==> src/rtl/nibble_pkg.sv <==
// Shared definitions for the nibble demux writer: command codes, FSM states, widths.
package nibble_pkg;

    localparam int DW_DEF    = 4;
    localparam int NUM_REGS  = 4;

    // Command codes on a[2:0]; 101, 110 and 111 all mean set-all
    localparam logic [2:0] CMD_B0  = 3'b000;
    localparam logic [2:0] CMD_B1  = 3'b001;
    localparam logic [2:0] CMD_B2  = 3'b010;
    localparam logic [2:0] CMD_B3  = 3'b011;
    localparam logic [2:0] CMD_CLR = 3'b100;
    localparam logic [2:0] CMD_SET = 3'b101;

    typedef enum logic [1:0] {
        ST_IDLE  = 2'b00,
        ST_BURST = 2'b01,
        ST_DONE  = 2'b10
    } state_t;

endpackage

==> src/rtl/nibble_addr_decode.sv <==
// Combinational decode of command/address (or burst index) into per-register
// write enables plus clear/set flags.
module nibble_addr_decode
    import nibble_pkg::*;
(
    input  logic [2:0] a,
    input  logic       burst_mode,
    input  logic [1:0] idx,
    output logic [3:0] we,
    output logic       clr,
    output logic       set
);

    // In burst mode the command code is ignored and idx selects the register
    always_comb begin
        we  = '0;
        clr = 1'b0;
        set = 1'b0;
        if (burst_mode) begin
            we[idx] = 1'b1;
        end else begin
            case (a)
                CMD_B0, CMD_B1, CMD_B2, CMD_B3: we[a[1:0]] = 1'b1;
                CMD_CLR: begin
                    we  = '1;
                    clr = 1'b1;
                end
                default: begin
                    we  = '1;
                    set = 1'b1;
                end
            endcase
        end
    end

endmodule

==> src/rtl/nibble_demux_writer.sv <==
// Distributes a valid/ready stream of nibble beats into four registered
// outputs b0..b3: addressed writes, clear-all, set-all, and 4-beat bursts.
module nibble_demux_writer
    import nibble_pkg::*;
#(
    parameter int DW        = DW_DEF,
    parameter int BURST_LEN = NUM_REGS   // tied to the register count; leave at 4
) (
    input  logic          clk,
    input  logic          reset_n,
    input  logic          in_valid,
    output logic          in_ready,
    input  logic [2:0]    a,
    input  logic [DW-1:0] d,
    input  logic          burst,
    output logic [DW-1:0] b0,
    output logic [DW-1:0] b1,
    output logic [DW-1:0] b2,
    output logic [DW-1:0] b3,
    output logic [3:0]    wr_strobe,
    output logic          busy,
    output logic          done
);

    localparam logic [1:0] LAST_IDX = 2'(BURST_LEN - 1);

    state_t                         state;
    logic   [1:0]                   idx;
    logic   [NUM_REGS-1:0][DW-1:0]  breg;

    logic          acc;
    logic [3:0]    we;
    logic          clr, set;
    logic [DW-1:0] wdata;

    // Ready only in states that take beats; held low through reset
    assign in_ready = reset_n && (state == ST_IDLE || state == ST_BURST);
    assign acc      = in_valid && in_ready;

    // A burst beat is either the opening beat in IDLE or any beat in BURST;
    // idx is 0 in IDLE so the opening beat lands in b0.
    nibble_addr_decode u_dec (
        .a          (a),
        .burst_mode (burst || state == ST_BURST),
        .idx        (idx),
        .we         (we),
        .clr        (clr),
        .set        (set)
    );

    // Payload for the enabled registers
    always_comb begin
        wdata = d;
        if (state == ST_IDLE && !burst) begin
            if (clr)      wdata = '0;
            else if (set) wdata = '1;
        end
    end

    // Control FSM with registered data, strobe and status outputs
    always_ff @(posedge clk or negedge reset_n) begin
        if (!reset_n) begin
            state     <= ST_IDLE;
            idx       <= '0;
            breg      <= '0;
            wr_strobe <= '0;
            busy      <= 1'b0;
            done      <= 1'b0;
        end else begin
            wr_strobe <= '0;
            case (state)
                ST_IDLE: begin
                    if (acc) begin
                        for (int i = 0; i < NUM_REGS; i++)
                            if (we[i]) breg[i] <= wdata;
                        wr_strobe <= we;
                        if (burst) begin
                            idx   <= 2'd1;
                            state <= ST_BURST;
                            busy  <= 1'b1;
                        end
                    end
                end
                ST_BURST: begin
                    if (acc) begin
                        for (int i = 0; i < NUM_REGS; i++)
                            if (we[i]) breg[i] <= wdata;
                        wr_strobe <= we;
                        idx       <= idx + 2'd1;
                        if (idx == LAST_IDX) begin
                            state <= ST_DONE;
                            done  <= 1'b1;
                        end
                    end
                end
                ST_DONE: begin
                    state <= ST_IDLE;
                    idx   <= '0;
                    busy  <= 1'b0;
                    done  <= 1'b0;
                end
                default: begin
                    // Unreachable encoding: recover to IDLE, data registers untouched
                    state <= ST_IDLE;
                    idx   <= '0;
                    busy  <= 1'b0;
                    done  <= 1'b0;
                end
            endcase
        end
    end

    assign b0 = breg[0];
    assign b1 = breg[1];
    assign b2 = breg[2];
    assign b3 = breg[3];

endmodule

==> config.mk <==
export PLATFORM = sky130hd
export DESIGN_NAME = nibble_demux_writer
export DESIGN_NICKNAME = d
export VERILOG_FILES = /design/src/rtl/nibble_pkg.sv /design/src/rtl/nibble_addr_decode.sv /design/src/rtl/nibble_demux_writer.sv
export SDC_FILE = /design/constraint.sdc
export NUM_CORES = 1
export LEC_CHECK = 0
export ABC_AREA = 1
export CORE_MARGIN = 2
export CORE_UTILIZATION = 35
export CTS_CLUSTER_DIAMETER = 150
export DETAILED_ROUTE_END_ITERATION = 10
export SLEW_MARGIN = 20
export SYNTH_ARGS = -nofsm -noshare
export SYNTH_HDL_FRONTEND = slang
export SYNTH_SLANG_ARGS = --single-unit
export TNS_END_PERCENT = 100
==> constraint.sdc <==
create_clock -name clk -period 1.7 [get_ports clk]
set_input_delay 0.17 -clock clk [delete_from_list [all_inputs] [get_ports clk]]
set_output_delay 0.17 -clock clk [all_outputs]
set_load 0.05 [all_outputs]
; ---- Word-level counts from Yosys, hierarchy flattened
; Cells that the tools add are included.
[classes]
add_sub_neg = 1
n_lt_le_gt_ge = 4
eq_ne = 10
n_mux = 28
bitwise = 2
n_reduce_logical = 21
[ops]
columns = operator, count
row1 = $mux 4, 7
row2 = $reduce_and 3->1, 7
row3 = $mux 1, 10
row4 = $mux 2, 5
row5 = $pmux 2 s2, 2
row6 = $eq 3x2->1 const B, 2
row7 = $lt 2x3->1 const B, 2
row8 = $ne 2x2->1 const B, 3
row9 = $logic_and 1x1->1, 5
row10 = $reduce_or 5->1, 1
row11 = $demux 1 s2, 2
row12 = $ge 2x1->1 const B, 2
row13 = $pmux 1 s2, 2
row14 = $reduce_and 4->1, 1
row15 = $reduce_or 4->1, 1
row16 = $eq 3x1->1 const B, 1
row17 = $eq 3x3->1 const B, 1
row18 = $logic_not 3->1, 1
row19 = $add 2x1->2 const B, 1
row20 = $eq 2x1->1 const B, 1
row21 = $eq 2x2->1 const B, 1
row22 = $logic_not 2->1, 1
row23 = $logic_or 1x1->1, 2
row24 = $ne 2x1->1 const B, 1
row25 = 3 further kinds, 4
[totals]
regBits = 26
in_bits = 11
out_inout_bits = 23
elab_cells = 75

; ---- Logic depth before layout (Yosys ltp)
[logic_depth]
ltp_word = 8
depth_mapped = 8
mapped_depth_nobuf = 8

; ---- Cells and area by module
; A second synthesis with hierarchy kept.
[hier_totals]
cells_unflattened = 152
hier_area_um2 = 1234.9
[by_module_without_submodules]
columns = module, instances, cells_each, area_per_inst_um2, seq_area_each_um2
row1 = nibble_demux_writer, 1, 131, 1138.6, 650.6
row2 = nibble_addr_decode, 1, 21, 96.3, 0.0

; ---- Worst setup path before layout
; OpenSTA, ideal clock, no wires.
[synth_timing]
kind = reg-to-reg
from = register state[1]
to = register breg, in the netlist b2[0]
setup_time_ps = 118
t_arrival_ps = 1031
required_time_ps = 1582
slack_ps = 551
path_stages_with_launch = 8
n_path_buf = 1
synth_period_minus_slack_ps = 1149
cell_sequence = dfrtp_1 -> inv_4 -> nand3_2 -> inv_2 -> buf_6 -> nand3_1 -> nand2_1 -> nand2_1
[synth_between]
elab_chain_cells = 6
word_cells_on_any_way = 15
classes_between = eq/ne (1) / mux (6) / reduce/logical (8)
[synth_lines]
columns = item, line_no
row1 = from (decl), nibble_demux_writer.sv:27  ; state_t state;
row2 = from (signal assigned), nibble_demux_writer.sv:63  ; state <= ST_IDLE;
row3 = from (signal assigned), nibble_demux_writer.sv:79  ; state <= ST_BURST;
row4 = from (signal assigned), nibble_demux_writer.sv:91  ; state <= ST_DONE;
row5 = $eq 2x1->1, "nibble_demux_writer.sv:37, nibble_demux_writer.sv:44, nibble_demux_writer.sv:71"
row6 = $logic_or 1x1->1, nibble_demux_writer.sv:44  ; .burst_mode (burst || state == ST_BURST),
row7 = $mux 1, nibble_addr_decode.sv:19  ; if (burst_mode) begin
row8 = $mux 4, nibble_demux_writer.sv:56  ; else if (set) wdata = '1;
row9 = $mux 4, nibble_demux_writer.sv:55  ; if (clr) wdata = '0;
row10 = $mux 4, nibble_demux_writer.sv:54  ; if (state == ST_IDLE && !burst) begin
row11 = "to (signal, indexed assignment)", nibble_demux_writer.sv:75  ; if (we[i]) breg[i] <= wdata;
row12 = "to (signal, indexed assignment)", nibble_demux_writer.sv:87  ; if (we[i]) breg[i] <= wdata;
row13 = to (decl), nibble_demux_writer.sv:29  ; logic [NUM_REGS-1:0][DW-1:0] breg;
; Several ways; a longest one is shown, not always the timed one.
; A chain may end at the register's enable or synchronous reset.

; ---- Worst setup path after layout
[layout_timing]
from = register breg, in the netlist b3[2]
to = output b3[2]
[layout_rtl]
columns = item, line_no
row1 = to (decl), nibble_demux_writer.sv:19  ; output logic [DW-1:0] b3,
; No word-level cell between the ends.

==> out/metrics.yaml <==
grt_pass1_vias: 1134
cp.arrival_ns: 1.46
syn-cell-area_um2: 1340
reg2regPathDepth: 8
p_clk_share_pct: 15.1
remaining_drc_errors: 0
status: "finished clean"
routed_wl_um: 2860
start_util_pct: 36.5
dp_cells: 253
top_usage_layer: "met2"
powerDensity_nw_per_um2: 1910
ant_nets: 0
yosys_warnings: 0
critPathBufInv: 1
crit_type: "flop to output pin"
grt_use_total_pct: 15.3
portBuffers: 33
crit_required_ns: 1.53
finalHoldViolations: 0
fin_skew_ns: 0.00676
crit_end: "b3[2]"
coreArea_um2: 3660
tightest_slew_ns: 0.498
r2r-start: "state[1]$_DFFE_PN0P_"
fin_cells: 257
use_met2_pct: 24.7
switching_share_pct: 48.2
finalCriticalPeriod_ns: 1.63
p_leak_nw: 0.948
worst_path_max_delay_cell: "clkdlybuf4s50_1"
p_sw_mw: 1.65
clockRootBuffer: "clkbuf_8"
slew-limit-headroom_pct: 66.7
grt_overflow: 0
postCtsHoldBufs: 0
antenna_found_initial: 0
synth_nets: 187
vdd_drop_max_mv: 0.877
reg2reg_slack_ns: 0.31
min_path_type: "input pin to async pin"
final_layout_size_suffix_gt1_share_pct: 13.9
syn_area_per_cell_um2: 7.78
gr-usage-met1_pct: 21.5
cp-start-kind: "flop"
dieArea_um2: 4330
path_clk_slew_ns: 0.10
netlist_top_cells_area: "dfrtp_1, nand2_1, inv_1"
finalSetupViolations: 0
cts_sinks: 26
cts_setup_buffers: 0
ys_seq_area_share_pct: 48.6
insertion_delay_ns: 0.27
utilization_pct: 48.9
die_x_um: 65.8
synth_area_leader_cell: "dfrtp_1"
cts_tree: "yes"
die_height_um: 65.8
max_freq_mhz: 613
cp.depth: 1
cap_viol_max_count: 0
path_cells: "clkdlybuf4s50_1"
final_common_cell: "nand2_1"
cts_resized: 0
synth_seq_cells: 26
rsz0062_at_grt: "false"
drt_iter0_drc: 72
tns_ns: 0
area_growth_pct: 33.9
fin_area_um2: 1790
routed-via-count: 1156
pwr-share-seq_pct: 30.1
synth_cell_type_count: 16
place_area_um2: 1720
end_kind: "output pin"
cts_buffers: 3
critical_path.max_stage_delay_ns: 0.81
post_drt_wl_per_cell_um: 11.1
cp-startpoint: "b3[2]$_DFFE_PN0P_"
diodes: 0
fin_nets: 225
hpwl_um: 2220
internal_power_mw: 1.77
r2r_end: "b1[0]$_DFFE_PN0P_"
rows: 22
cp_max_fo: 2
globalRouteMet3Util_pct: 2.04
final_cell_mix: "nand2_1, dfrtp_1, clkdlybuf4s50_1"
cpLargestDelayFamily: "buffers and inverters"
hold_slack_ns: 0.343
globalplace.congestion: 0.961
synthDominantCellAreaShare_pct: 48.6
grt_max_degree: 27
syn-instance-count: 172
grt_pass1_wl_um: 5180
clockBufferDepth: 2
combPwrFrac_pct: 54.8
drtPass1Iterations: 4
ioPinCount: 34
maxSlewViolCount: 0
htreeDepth: 1
viasPerCell: 4.50
finalCritPeriodShare_pct: 96.0
-- logic make-up after synthesis --
| logic type | after synthesis | synth area share (%) |
|---|---|---|
| buffers and inverters | 23 | 7.20 |
| DFF | 26 | 48.6 |
| adders and majority gates | 4 | 3.74 |
| and+or+nand+nor | 110 | 37.0 |
| AOI/OAI and AO/OA | 9 | 3.37 |
-- metal layers --
metal | vias up | wire length (µm)
met5 | - | 0
met4 | 0 | 26
met3 | 4 | 138
met2 | 34 | 1300
met1 | 528 | 1400
li1 | 590 | -
-- power by group through the flow --
stage	registers [mW]	logic, mW	clock network [mW]
2_1_floorplan	1.78	0.544	0
3_3_place_gp	1.04	1.89	0
3_5_place_dp	1.05	1.88	0
4_1_cts	1.03	1.89	0.524
5_1_grt	1.07	2.03	0.558
6_report	1.03	1.87	0.515
-- area by class of cell --
class                           instances  area, µm²
Inverter                               22       85.1
Timing Repair Buffer                   34        333
Tap cell                               48       60.1
Clock buffer                            3       41.3
Fill cell                             350       1870
Sequential cell                        26        651
Clock inverter                          1       30.0
Multi-Input combinational cell        123        591
-- stage by stage --
step / power (mW) / setup WS, ns
detailed placement: 2.93 / 0.191
floorplan: 2.33 / 0.551
CTS: 3.45 / 0.0650
global route: 3.66 / 0.0108
finish: 3.42 / 0.0675
global placement: 2.93 / 0.232
-- worst min path at each step --
| stage | endpoint | cells after the start | slack, ns | from |
|---|---|---|---|---|
| floorplan | b0[0]$_DFFE_PN0P_ | 0 | -0.13 | reset_n |
| detailed placement | b2[1]$_DFFE_PN0P_ | 2 | 0.47 | b2[1]$_DFFE_PN0P_ |
| finish | b3[1]$_DFFE_PN0P_ | 2 | 0.34 | reset_n |
| global route | b3[3]$_DFFE_PN0P_ | 2 | 0.40 | reset_n |
| CTS | b3[1]$_DFFE_PN0P_ | 2 | 0.36 | reset_n |
| global placement | b1[2]$_DFFE_PN0P_ | 2 | 0.47 | b1[2]$_DFFE_PN0P_ |
-- flip-flops by register name, indices dropped and copies added (netlist names) --
register,flops
done,1
b2,4
b1,4
wr_strobe,4
state,2
b0,4
b3,4
busy,1
idx,2
-- cell usage after synthesis --
| master | number |
|---|---|
| nand2_1 | 74 |
| dfrtp_1 | 26 |
| inv_1 | 20 |
| nor2_1 | 13 |
| nand2_2 | 8 |
| nand3_1 | 7 |
| o21ai_0 | 5 |
| a21oi_1 | 4 |
| ha_1 | 4 |
| nor2_4 | 4 |
| nand2_4 | 2 |
| buf_6 | 1 |
| inv_2 | 1 |
| inv_4 | 1 |
| nand3_2 | 1 |
| nand4_1 | 1 |
-- worst reg2reg max path, stage by stage (launching register included) --
cell     delay [ns]
dfrtp_1        0.46
inv_4          0.13
nand2_1        0.05
nor2_1         0.18
nand2_1        0.15
nand2_1        0.10
inv_1          0.09
nand2_1        0.08
nand2_1        0.05
No activity file was read; power rests on OpenSTA's default activity.
